**src/rtl/mem_lsu_if.sv**
```systemverilog
// Core-side request/response and memory-side bus for the load/store unit.
interface mem_lsu_if #(
  parameter int XLEN       = 32,
  parameter int ADDR_WIDTH = 12
);
  localparam int NB  = XLEN / 8;
  localparam int OFF = $clog2(NB);

  logic                      req_valid;
  logic                      req_ready;
  logic                      req_write;
  logic [2:0]                req_funct3;
  logic [XLEN-1:0]           req_addr;
  logic [XLEN-1:0]           req_wdata;
  logic                      resp_valid;
  logic                      resp_ready;
  logic [XLEN-1:0]           resp_rdata;
  logic [1:0]                resp_fault;
  logic                      mem_req;
  logic                      mem_we;
  logic [ADDR_WIDTH-OFF-1:0] mem_addr;
  logic [NB-1:0]             mem_be;
  logic [XLEN-1:0]           mem_wdata;
  logic                      mem_ack;
  logic [XLEN-1:0]           mem_rdata;

  modport slave (
    input  req_valid, req_write, req_funct3, req_addr, req_wdata, resp_ready, mem_ack, mem_rdata,
    output req_ready, resp_valid, resp_rdata, resp_fault, mem_req, mem_we, mem_addr, mem_be, mem_wdata
  );

  modport master (
    output req_valid, req_write, req_funct3, req_addr, req_wdata, resp_ready, mem_ack, mem_rdata,
    input  req_ready, resp_valid, resp_rdata, resp_fault, mem_req, mem_we, mem_addr, mem_be, mem_wdata
  );
endinterface

```
**src/rtl/mem_lsu.sv**
```systemverilog
// Load/store unit: maps RISC-V sized accesses onto a word-wide memory port,
// with alignment/range/funct3 checks, load extension and an ack timeout.
module mem_lsu #(
  parameter int XLEN       = 32,
  parameter int ADDR_WIDTH = 12,
  parameter int TIMEOUT    = 15
) (
  input logic      clk,
  input logic      rstn,
  mem_lsu_if.slave bus
);
  localparam int NB  = XLEN / 8;
  localparam int OFF = $clog2(NB);
  localparam int MAW = ADDR_WIDTH - OFF;
  localparam int CW  = (TIMEOUT > 0) ? $clog2(TIMEOUT + 1) : 1;
  localparam logic [CW-1:0] TO_LAST = CW'((TIMEOUT > 0) ? TIMEOUT - 1 : 0);

  localparam logic [1:0] F_OK  = 2'd0;
  localparam logic [1:0] F_MIS = 2'd1;
  localparam logic [1:0] F_ILL = 2'd2;
  localparam logic [1:0] F_TO  = 2'd3;

  typedef enum logic [1:0] {S_IDLE = 2'd0, S_MEM = 2'd1, S_RESP = 2'd2} state_e;

  function automatic logic [NB-1:0] be_mask(input logic [1:0] size, input logic [OFF-1:0] off);
    logic [NB-1:0] m;
    case (size)
      2'd0:    m = NB'(8'h01);
      2'd1:    m = NB'(8'h03);
      2'd2:    m = NB'(8'h0F);
      2'd3:    m = NB'(8'hFF);
      default: m = '0;
    endcase
    return m << off;
  endfunction

  function automatic logic [XLEN-1:0] wdata_rep(input logic [1:0] size, input logic [XLEN-1:0] wd);
    logic [XLEN-1:0] r;
    int nbytes;
    nbytes = 32'sd1 << size;
    r = '0;
    for (int i = 0; i < NB; i++) begin
      r[8*i +: 8] = wd[8*(i & (nbytes - 32'sd1)) +: 8];
    end
    return r;
  endfunction

  function automatic logic [XLEN-1:0] load_ext(input logic [2:0] f3, input logic [OFF-1:0] off,
                                               input logic [XLEN-1:0] rd);
    logic [XLEN-1:0] sh;
    logic [XLEN-1:0] r;
    sh = rd >> {off, 3'b000};
    case (f3[1:0])
      2'd0: begin
        if (f3[2]) r = XLEN'(sh[7:0]);
        else       r = XLEN'($signed(sh[7:0]));
      end
      2'd1: begin
        if (f3[2]) r = XLEN'(sh[15:0]);
        else       r = XLEN'($signed(sh[15:0]));
      end
      2'd2: begin
        if (f3[2]) r = XLEN'(sh[31:0]);
        else       r = XLEN'($signed(sh[31:0]));
      end
      default: r = sh;
    endcase
    return r;
  endfunction

  state_e            state_q, state_d;
  logic              req_ready_q, req_ready_d;
  logic              mem_req_q, mem_req_d;
  logic              mem_we_q, mem_we_d;
  logic [MAW-1:0]    mem_addr_q, mem_addr_d;
  logic [NB-1:0]     mem_be_q, mem_be_d;
  logic [XLEN-1:0]   mem_wdata_q, mem_wdata_d;
  logic              resp_valid_q, resp_valid_d;
  logic [XLEN-1:0]   resp_rdata_q, resp_rdata_d;
  logic [1:0]        resp_fault_q, resp_fault_d;
  logic [2:0]        funct3_q, funct3_d;
  logic [OFF-1:0]    off_q, off_d;
  logic [CW-1:0]     cnt_q, cnt_d;

  logic [1:0] size_s;
  logic       legal_s;
  logic       in_range_s;
  logic       misal_s;
  logic [1:0] fault_s;
  logic       accept_s;
  logic       timeout_s;

  assign accept_s  = bus.req_valid && req_ready_q;
  assign timeout_s = (TIMEOUT != 0) && (cnt_q == TO_LAST);

  // Request decode; the fault priority is the order of the if-chain.
  always_comb begin
    size_s = bus.req_funct3[1:0];
    case ({bus.req_write, bus.req_funct3})
      4'b0_000, 4'b0_001, 4'b0_010, 4'b0_100, 4'b0_101,
      4'b1_000, 4'b1_001, 4'b1_010: legal_s = 1'b1;
      4'b0_011, 4'b0_110, 4'b1_011: legal_s = (XLEN == 64);
      default:                      legal_s = 1'b0;
    endcase
    in_range_s = (bus.req_addr[XLEN-1:ADDR_WIDTH] == '0);
    case (size_s)
      2'd1:    misal_s = bus.req_addr[0];
      2'd2:    misal_s = (bus.req_addr[1:0] != 2'b00);
      2'd3:    misal_s = (bus.req_addr[2:0] != 3'b000);
      default: misal_s = 1'b0;
    endcase
    if (!legal_s)        fault_s = F_ILL;
    else if (!in_range_s) fault_s = F_ILL;
    else if (misal_s)    fault_s = F_MIS;
    else                 fault_s = F_OK;
  end

  // State register.
  always_ff @(posedge clk or negedge rstn) begin
    if (!rstn) state_q <= S_IDLE;
    else       state_q <= state_d;
  end

  // Next-state logic; mem_ack is only looked at in MEM and beats the timeout.
  always_comb begin
    state_d = state_q;
    case (state_q)
      S_IDLE: begin
        if (accept_s) state_d = (fault_s != F_OK) ? S_RESP : S_MEM;
        else          state_d = S_IDLE;
      end
      S_MEM: begin
        if (bus.mem_ack || timeout_s) state_d = S_RESP;
        else                          state_d = S_MEM;
      end
      S_RESP: begin
        if (bus.resp_ready) state_d = S_IDLE;
        else                state_d = S_RESP;
      end
      default: state_d = S_IDLE;
    endcase
  end

  // Output next-state logic; every output is registered so it is stable for a full cycle.
  always_comb begin
    req_ready_d  = (state_d == S_IDLE);
    mem_req_d    = (state_d == S_MEM);
    mem_we_d     = mem_we_q;
    mem_addr_d   = mem_addr_q;
    mem_be_d     = mem_be_q;
    mem_wdata_d  = mem_wdata_q;
    funct3_d     = funct3_q;
    off_d        = off_q;
    resp_valid_d = resp_valid_q;
    resp_rdata_d = resp_rdata_q;
    resp_fault_d = resp_fault_q;
    cnt_d        = cnt_q;
    case (state_q)
      S_IDLE: begin
        cnt_d = '0;
        if (accept_s && (fault_s == F_OK)) begin
          mem_we_d    = bus.req_write;
          mem_addr_d  = bus.req_addr[ADDR_WIDTH-1:OFF];
          mem_be_d    = be_mask(size_s, bus.req_addr[OFF-1:0]);
          mem_wdata_d = bus.req_write ? wdata_rep(size_s, bus.req_wdata) : '0;
          funct3_d    = bus.req_funct3;
          off_d       = bus.req_addr[OFF-1:0];
        end else if (accept_s) begin
          resp_valid_d = 1'b1;
          resp_rdata_d = '0;
          resp_fault_d = fault_s;
        end else begin
          resp_valid_d = 1'b0;
        end
      end
      S_MEM: begin
        if (bus.mem_ack) begin
          resp_valid_d = 1'b1;
          resp_fault_d = F_OK;
          resp_rdata_d = mem_we_q ? '0 : load_ext(funct3_q, off_q, bus.mem_rdata);
        end else if (timeout_s) begin
          resp_valid_d = 1'b1;
          resp_fault_d = F_TO;
          resp_rdata_d = '0;
        end else begin
          cnt_d = cnt_q + CW'(1'b1);
        end
      end
      S_RESP: begin
        if (bus.resp_ready) begin
          resp_valid_d = 1'b0;
          resp_rdata_d = '0;
          resp_fault_d = F_OK;
        end else begin
          resp_valid_d = 1'b1;
        end
      end
      default: cnt_d = '0;
    endcase
  end

  // Output and datapath registers.
  always_ff @(posedge clk or negedge rstn) begin
    if (!rstn) begin
      req_ready_q  <= 1'b0;
      mem_req_q    <= 1'b0;
      mem_we_q     <= 1'b0;
      mem_addr_q   <= '0;
      mem_be_q     <= '0;
      mem_wdata_q  <= '0;
      resp_valid_q <= 1'b0;
      resp_rdata_q <= '0;
      resp_fault_q <= 2'd0;
      funct3_q     <= 3'd0;
      off_q        <= '0;
      cnt_q        <= '0;
    end else begin
      req_ready_q  <= req_ready_d;
      mem_req_q    <= mem_req_d;
      mem_we_q     <= mem_we_d;
      mem_addr_q   <= mem_addr_d;
      mem_be_q     <= mem_be_d;
      mem_wdata_q  <= mem_wdata_d;
      resp_valid_q <= resp_valid_d;
      resp_rdata_q <= resp_rdata_d;
      resp_fault_q <= resp_fault_d;
      funct3_q     <= funct3_d;
      off_q        <= off_d;
      cnt_q        <= cnt_d;
    end
  end

  assign bus.req_ready  = req_ready_q;
  assign bus.mem_req    = mem_req_q;
  assign bus.mem_we     = mem_we_q;
  assign bus.mem_addr   = mem_addr_q;
  assign bus.mem_be     = mem_be_q;
  assign bus.mem_wdata  = mem_wdata_q;
  assign bus.resp_valid = resp_valid_q;
  assign bus.resp_rdata = resp_rdata_q;
  assign bus.resp_fault = resp_fault_q;
endmodule

```
**src/flat_wrapper.sv**
```systemverilog
// flat-port wrapper written by rule: the top's interface ports become plain ports
module mem_lsu_flat 
#(
  parameter int XLEN       = 32,
  parameter int ADDR_WIDTH = 12,
  parameter int TIMEOUT    = 15
)
  (clk, rstn, bus_req_valid, bus_req_write, bus_req_funct3, bus_req_addr, bus_req_wdata, bus_resp_ready, bus_mem_ack, bus_mem_rdata, bus_req_ready, bus_resp_valid, bus_resp_rdata, bus_resp_fault, bus_mem_req, bus_mem_we, bus_mem_addr, bus_mem_be, bus_mem_wdata);
  mem_lsu_if #(.XLEN(XLEN), .ADDR_WIDTH(ADDR_WIDTH)) bus_i ();
  input logic clk;
  input logic rstn;
  input wire logic [$bits(bus_i.req_valid)-1:0] bus_req_valid;
  input wire logic [$bits(bus_i.req_write)-1:0] bus_req_write;
  input wire logic [$bits(bus_i.req_funct3)-1:0] bus_req_funct3;
  input wire logic [$bits(bus_i.req_addr)-1:0] bus_req_addr;
  input wire logic [$bits(bus_i.req_wdata)-1:0] bus_req_wdata;
  input wire logic [$bits(bus_i.resp_ready)-1:0] bus_resp_ready;
  input wire logic [$bits(bus_i.mem_ack)-1:0] bus_mem_ack;
  input wire logic [$bits(bus_i.mem_rdata)-1:0] bus_mem_rdata;
  output wire logic [$bits(bus_i.req_ready)-1:0] bus_req_ready;
  output wire logic [$bits(bus_i.resp_valid)-1:0] bus_resp_valid;
  output wire logic [$bits(bus_i.resp_rdata)-1:0] bus_resp_rdata;
  output wire logic [$bits(bus_i.resp_fault)-1:0] bus_resp_fault;
  output wire logic [$bits(bus_i.mem_req)-1:0] bus_mem_req;
  output wire logic [$bits(bus_i.mem_we)-1:0] bus_mem_we;
  output wire logic [$bits(bus_i.mem_addr)-1:0] bus_mem_addr;
  output wire logic [$bits(bus_i.mem_be)-1:0] bus_mem_be;
  output wire logic [$bits(bus_i.mem_wdata)-1:0] bus_mem_wdata;
  assign bus_i.req_valid = bus_req_valid;
  assign bus_i.req_write = bus_req_write;
  assign bus_i.req_funct3 = bus_req_funct3;
  assign bus_i.req_addr = bus_req_addr;
  assign bus_i.req_wdata = bus_req_wdata;
  assign bus_i.resp_ready = bus_resp_ready;
  assign bus_i.mem_ack = bus_mem_ack;
  assign bus_i.mem_rdata = bus_mem_rdata;
  assign bus_req_ready = bus_i.req_ready;
  assign bus_resp_valid = bus_i.resp_valid;
  assign bus_resp_rdata = bus_i.resp_rdata;
  assign bus_resp_fault = bus_i.resp_fault;
  assign bus_mem_req = bus_i.mem_req;
  assign bus_mem_we = bus_i.mem_we;
  assign bus_mem_addr = bus_i.mem_addr;
  assign bus_mem_be = bus_i.mem_be;
  assign bus_mem_wdata = bus_i.mem_wdata;
  mem_lsu #(.XLEN(XLEN), .ADDR_WIDTH(ADDR_WIDTH), .TIMEOUT(TIMEOUT)) u_core (.clk(clk), .rstn(rstn), .bus(bus_i));
endmodule
```
**config.mk**
```make
export PLATFORM = sky130hd
export DESIGN_NAME = mem_lsu_flat
export DESIGN_NICKNAME = d
export VERILOG_FILES = /design/src/rtl/mem_lsu_if.sv /design/src/rtl/mem_lsu.sv /design/src/flat_wrapper.sv
export SDC_FILE = /design/constraint.sdc
export NUM_CORES = 1
export LEC_CHECK = 0
export ABC_AREA = 0
export BUFFER_PORTS_ARGS = -buffer_cell sky130_fd_sc_hd__buf_2
export CORE_UTILIZATION = 25
export CTS_CLUSTER_SIZE = 30
export DETAILED_ROUTE_END_ITERATION = 8
export GPL_ROUTABILITY_DRIVEN = 0
export GPL_TIMING_DRIVEN = 0
export HOLD_SLACK_MARGIN = 0.06
export PLACE_DENSITY_LB_ADDON = 0.12
export SYNTH_ARGS = -nofsm -noshare
export SYNTH_HDL_FRONTEND = slang
export SYNTH_SLANG_ARGS = --single-unit
```
**constraint.sdc**
```tcl
create_clock -name clk -period 2.17 [get_ports clk]
set_clock_uncertainty 0.2 [all_clocks]
set_input_delay 0.434 -clock clk [delete_from_list [all_inputs] [get_ports clk]]
set_output_delay 0.434 -clock clk [all_outputs]
set_load 0.02 [all_outputs]
```
==> flow_metrics.tcl <==
set metrics [dict create \
    combPwrFrac 0.280 \
    critical_path.cell_chain "inv_2 > ha_4 > nand3_4 > or4b_4 > buf_8 > buf_8 > nand3b_1 > mux2_4" \
    flow.area_growth_from_synthesis_pct 55.34 \
    ctsLongestPathBuffers 2 \
    hp-start "bus_req_addr[3]" \
    routed_via_density 4.725 \
    timing_worst_setup_path_type "flip-flop to flip-flop" \
    die_outline_height_um 143.3 \
    layoutNonFillerInstCount 998 \
    startpoint_type "flip-flop" \
    internal_power_mw 3.307 \
    tightest_slew_ns 0.9344 \
    pin_count 189 \
    timing.final.setup_violations 43 \
    io_buffer_count 186 \
    dpl.cell_count 935 \
    num_rows 51 \
    coreArea_sq_um 19530 \
    p_switching_mw 1.453 \
    slew_violations 0 \
    synth-main-ff-cell "sky130_fd_sc_hd__dfrtp_1" \
    yosysSeqAreaShare 0.4764 \
    preCtsSetupSlack_ns -1.075 \
    hold_viol_final 0 \
    tritoncts "done" \
    antenna_cells_inserted 0 \
    finalCriticalPeriod_ns 2.279 \
    type_of_the_most_critical_hold_path "primary input to flip-flop" \
    grt_use_total 0.1774 \
    min_delay_worst_endpoint "u_core.bus.mem_addr[1]" \
    max_freq_mhz 438.8 \
    first_global_vias 4964 \
    required_ns 2.21 \
    worst_r2r_path_depth 8 \
    synthesis.area_sq_um 4990 \
    grt_max_degree 67 \
    max_cap_viol_count 0 \
    cts_buffers 9 \
    critPathBufInv 3 \
    clk-insertion-delay-late_ns 0.35 \
    worst_path_largest_cell_delay_ns 0.50 \
    p_seq_frac 0.384 \
    via_count 4716 \
    critical_path_peak_fanout 6 \
    worst_r2r_startpoint "u_core.state_q[1]" \
    critical-path-top-delay-family "simple AND/OR/NAND/NOR gates" \
    drtPass1Iterations 4 \
    violations "setup timing" \
    cts.htree.levels 3 \
    die_w_um 143.3 \
    layout_worst_path_cycle_share 1.050 \
    hold_path_depth 2 \
    synth.net_count 594 \
    count_of_clock_tree_sinks 95 \
    critical_path_arrival_ns 2.32 \
    rsz0062_at_grt "true" \
    root_cell_of_the_clock_tree "sky130_fd_sc_hd__clkbuf_16" \
    synth_cells 483 \
    grt_pass1_wl_um 27470 \
    initial_util 0.2555 \
    leakage_nw 3.919 \
    hpwlAfterDp_um 12620 \
    yosys_warnings 0 \
    critical_path.endpoint_type "flip-flop" \
    rr_endpoint "u_core.bus.resp_valid" \
    drt.antenna.violating_nets 0 \
    ys_seq_elements 95 \
    netSwitchingFraction 0.3053 \
    layout.nets 839 \
    critical-path-slowest-cell "sky130_fd_sc_hd__or4b_4" \
    clk_pin_slew_worst_paths_ns 0.07 \
    fin_ws_ns -0.1091 \
    ir_drop_uv 323.3 \
    routed_wirelength_um 18190 \
    power.density_cell_area_nw_per_um2 614.2 \
    normalized_max_slew_margin 0.3771 \
    power.clock.fraction 0.336 \
    detailedRoute.firstIterationViolations 317 \
    final_layout_size_suffix_gt1_frac 0.5416 \
    regToRegSetupSlack_ns -0.11 \
    post_synth_edffs 0 \
    synth-async-reset-ratio 1.000 \
    synth_unique_cells 41 \
    grt_overflow 0 \
    syn_avg_cell_area_sq_um 10.33 \
    critical_path.most_common_cell "sky130_fd_sc_hd__buf_8" \
    design.die.area_sq_um 20530 \
    antenna_found_initial 0 \
    remaining_drc_errors 0 \
    wl_per_cell_um 18.22 \
    outcome "finished with violations" \
    nFillCells 1987 \
]
[area by class of cell]
class,count,area [sq um],share of cell area
clock buffer,9,225.2,0.02906
inverter,6,22.52,0.002906
timing repair buffer,238,1489,0.1921
sequential,95,2379,0.3069
multi-input combinational,347,2973,0.3835
clock inverter,7,65.06,0.008394
buffer,31,266.5,0.03438
tap,265,331.6,0.04278
[cell families after synthesis]
kind of cell,Yosys count,synth area share
AOI/OAI and AO/OA,111,0.1439
muxes,95,0.2059
and+or+nand+nor,135,0.1234
DFF,95,0.4764
buffers and inverters,41,0.03536
adders and majority gates,6,0.01504
[per-stage QoR]
stage / TNS, ns / hold slack, ns / utilization / power [mW] / area [sq um]
after floorplan: -13.83 / -0.06159 / - / 2.290 / 5050
after global placement: -132.13 / 0.2602 / 0.3233 / 2.583 / 6312
after detailed placement: -74.06 / 0.1991 / 0.3248 / 2.597 / 6342
after CTS: -1.513 / 0.08958 / 0.3718 / 4.701 / 7259
after global routing: -6.432 / 0.1022 / 0.3970 / 4.978 / 7751
final: -2.437 / 0.1106 / 0.3970 / 4.761 / 7751
[registers in the layout, summed over array words and instances (netlist names)]
register,flops
u_core.bus.mem_wdata,32
u_core.bus.resp_rdata,32
u_core.bus.mem_addr,10
u_core.bus.mem_be,4
u_core.cnt_q,4
u_core.funct3_q,3
u_core.bus.resp_fault,2
u_core.off_q,2
u_core.state_q,2
u_core.bus.mem_req,1
u_core.bus.mem_we,1
u_core.bus.req_ready,1
u_core.bus.resp_valid,1
[worst reg2reg max path: stages (launching register included)]
cell                       delay [ns]
sky130_fd_sc_hd__dfrtp_1         0.41
sky130_fd_sc_hd__inv_2           0.11
sky130_fd_sc_hd__ha_4            0.16
sky130_fd_sc_hd__nand3_4         0.08
sky130_fd_sc_hd__or4b_4          0.50
sky130_fd_sc_hd__buf_8           0.15
sky130_fd_sc_hd__buf_8           0.13
sky130_fd_sc_hd__nand3b_1        0.11
sky130_fd_sc_hd__mux2_4          0.31
[synthesized netlist by cell type, types with 2 or more instances]
cell                       instances  share of area
sky130_fd_sc_hd__mux2_2           48           0.11
sky130_fd_sc_hd__ha_1              6          0.015
sky130_fd_sc_hd__a21o_1            6         0.0090
sky130_fd_sc_hd__nor2_1           21          0.016
sky130_fd_sc_hd__o211ai_1          2         0.0030
sky130_fd_sc_hd__buf_2            12          0.012
sky130_fd_sc_hd__nand3_1           6         0.0060
sky130_fd_sc_hd__inv_1             6         0.0045
sky130_fd_sc_hd__a211oi_1         16          0.024
sky130_fd_sc_hd__nor2b_1          10          0.013
sky130_fd_sc_hd__nand3b_1          4         0.0060
sky130_fd_sc_hd__mux2i_1          43          0.086
sky130_fd_sc_hd__a22o_1            3         0.0053
sky130_fd_sc_hd__o21ai_0          29          0.029
sky130_fd_sc_hd__mux2_4            3         0.0090
sky130_fd_sc_hd__nand2_1          72          0.054
sky130_fd_sc_hd__nor3_1            2         0.0020
sky130_fd_sc_hd__or2_2             2         0.0025
sky130_fd_sc_hd__clkbuf_1         21          0.016
sky130_fd_sc_hd__a21oi_1          21          0.021
sky130_fd_sc_hd__and2_1            6         0.0075
sky130_fd_sc_hd__nor4_1            5         0.0063
sky130_fd_sc_hd__o31ai_1          27          0.041
sky130_fd_sc_hd__dfrtp_1          95           0.48
[placed cells by master (no fill, tap or decap), drive strengths merged, types with 10 or more instances in the layout]
cell type,instances
buf,251
dfrtp,95
nand2,72
mux2,52
mux2i,43
o21ai,29
o31ai,27
clkbuf,26
a21oi,21
nor2,21
a211oi,16
nor2b,10
inv,10
[repair_timing]
action                                  4_1_cts  5_1_grt
setup buffers                                38       10
hold buffers                                  1        0
endpoints found under the setup margin       89       79
endpoints found under the hold margin        29        0
resized for setup                            81      101
pin swaps                                    15       15
cloned                                        4        2
[per-layer routing]
layer / wire length, um / global-route usage / vias up
met5: 0 / 0 / -
met4: 125 / 0.04479 / 0
met3: 1212 / 0.04728 / 6
met2: 8738 / 0.2947 / 166
met1: 8109 / 0.2274 / 2325
li1: - / - / 2219
[how the worst max path moves through the flow]
stage / from / endpoint / slack, ns / depth (start not counted)
final: u_core.state_q[1] / u_core.bus.resp_valid / -0.11 / 8
after CTS: u_core.state_q[0] / u_core.bus.resp_rdata[22] / -0.09 / 10
after detailed placement: bus_req_write / u_core.bus.resp_rdata[4] / -1.08 / 7
after floorplan: bus_req_funct3[0] / u_core.bus.mem_addr[0] / -0.26 / 8
after global routing: bus_req_addr[24] / u_core.bus.resp_valid / -0.17 / 8
after global placement: bus_req_write / u_core.bus.resp_rdata[13] / -1.0 / 7
[power by group through the flow]
| stage | registers, mW | clock network (mW) | logic, mW |
|---|---|---|---|
| floorplan | 1.88 | 0 | 0.407 |
| global placement | 1.86 | 0 | 0.727 |
| detailed placement | 1.86 | 0 | 0.740 |
| CTS | 1.83 | 1.67 | 1.20 |
| global route | 1.83 | 1.73 | 1.42 |
| finish | 1.83 | 1.60 | 1.33 |
No activity file was read; power rests on OpenSTA's default activity.
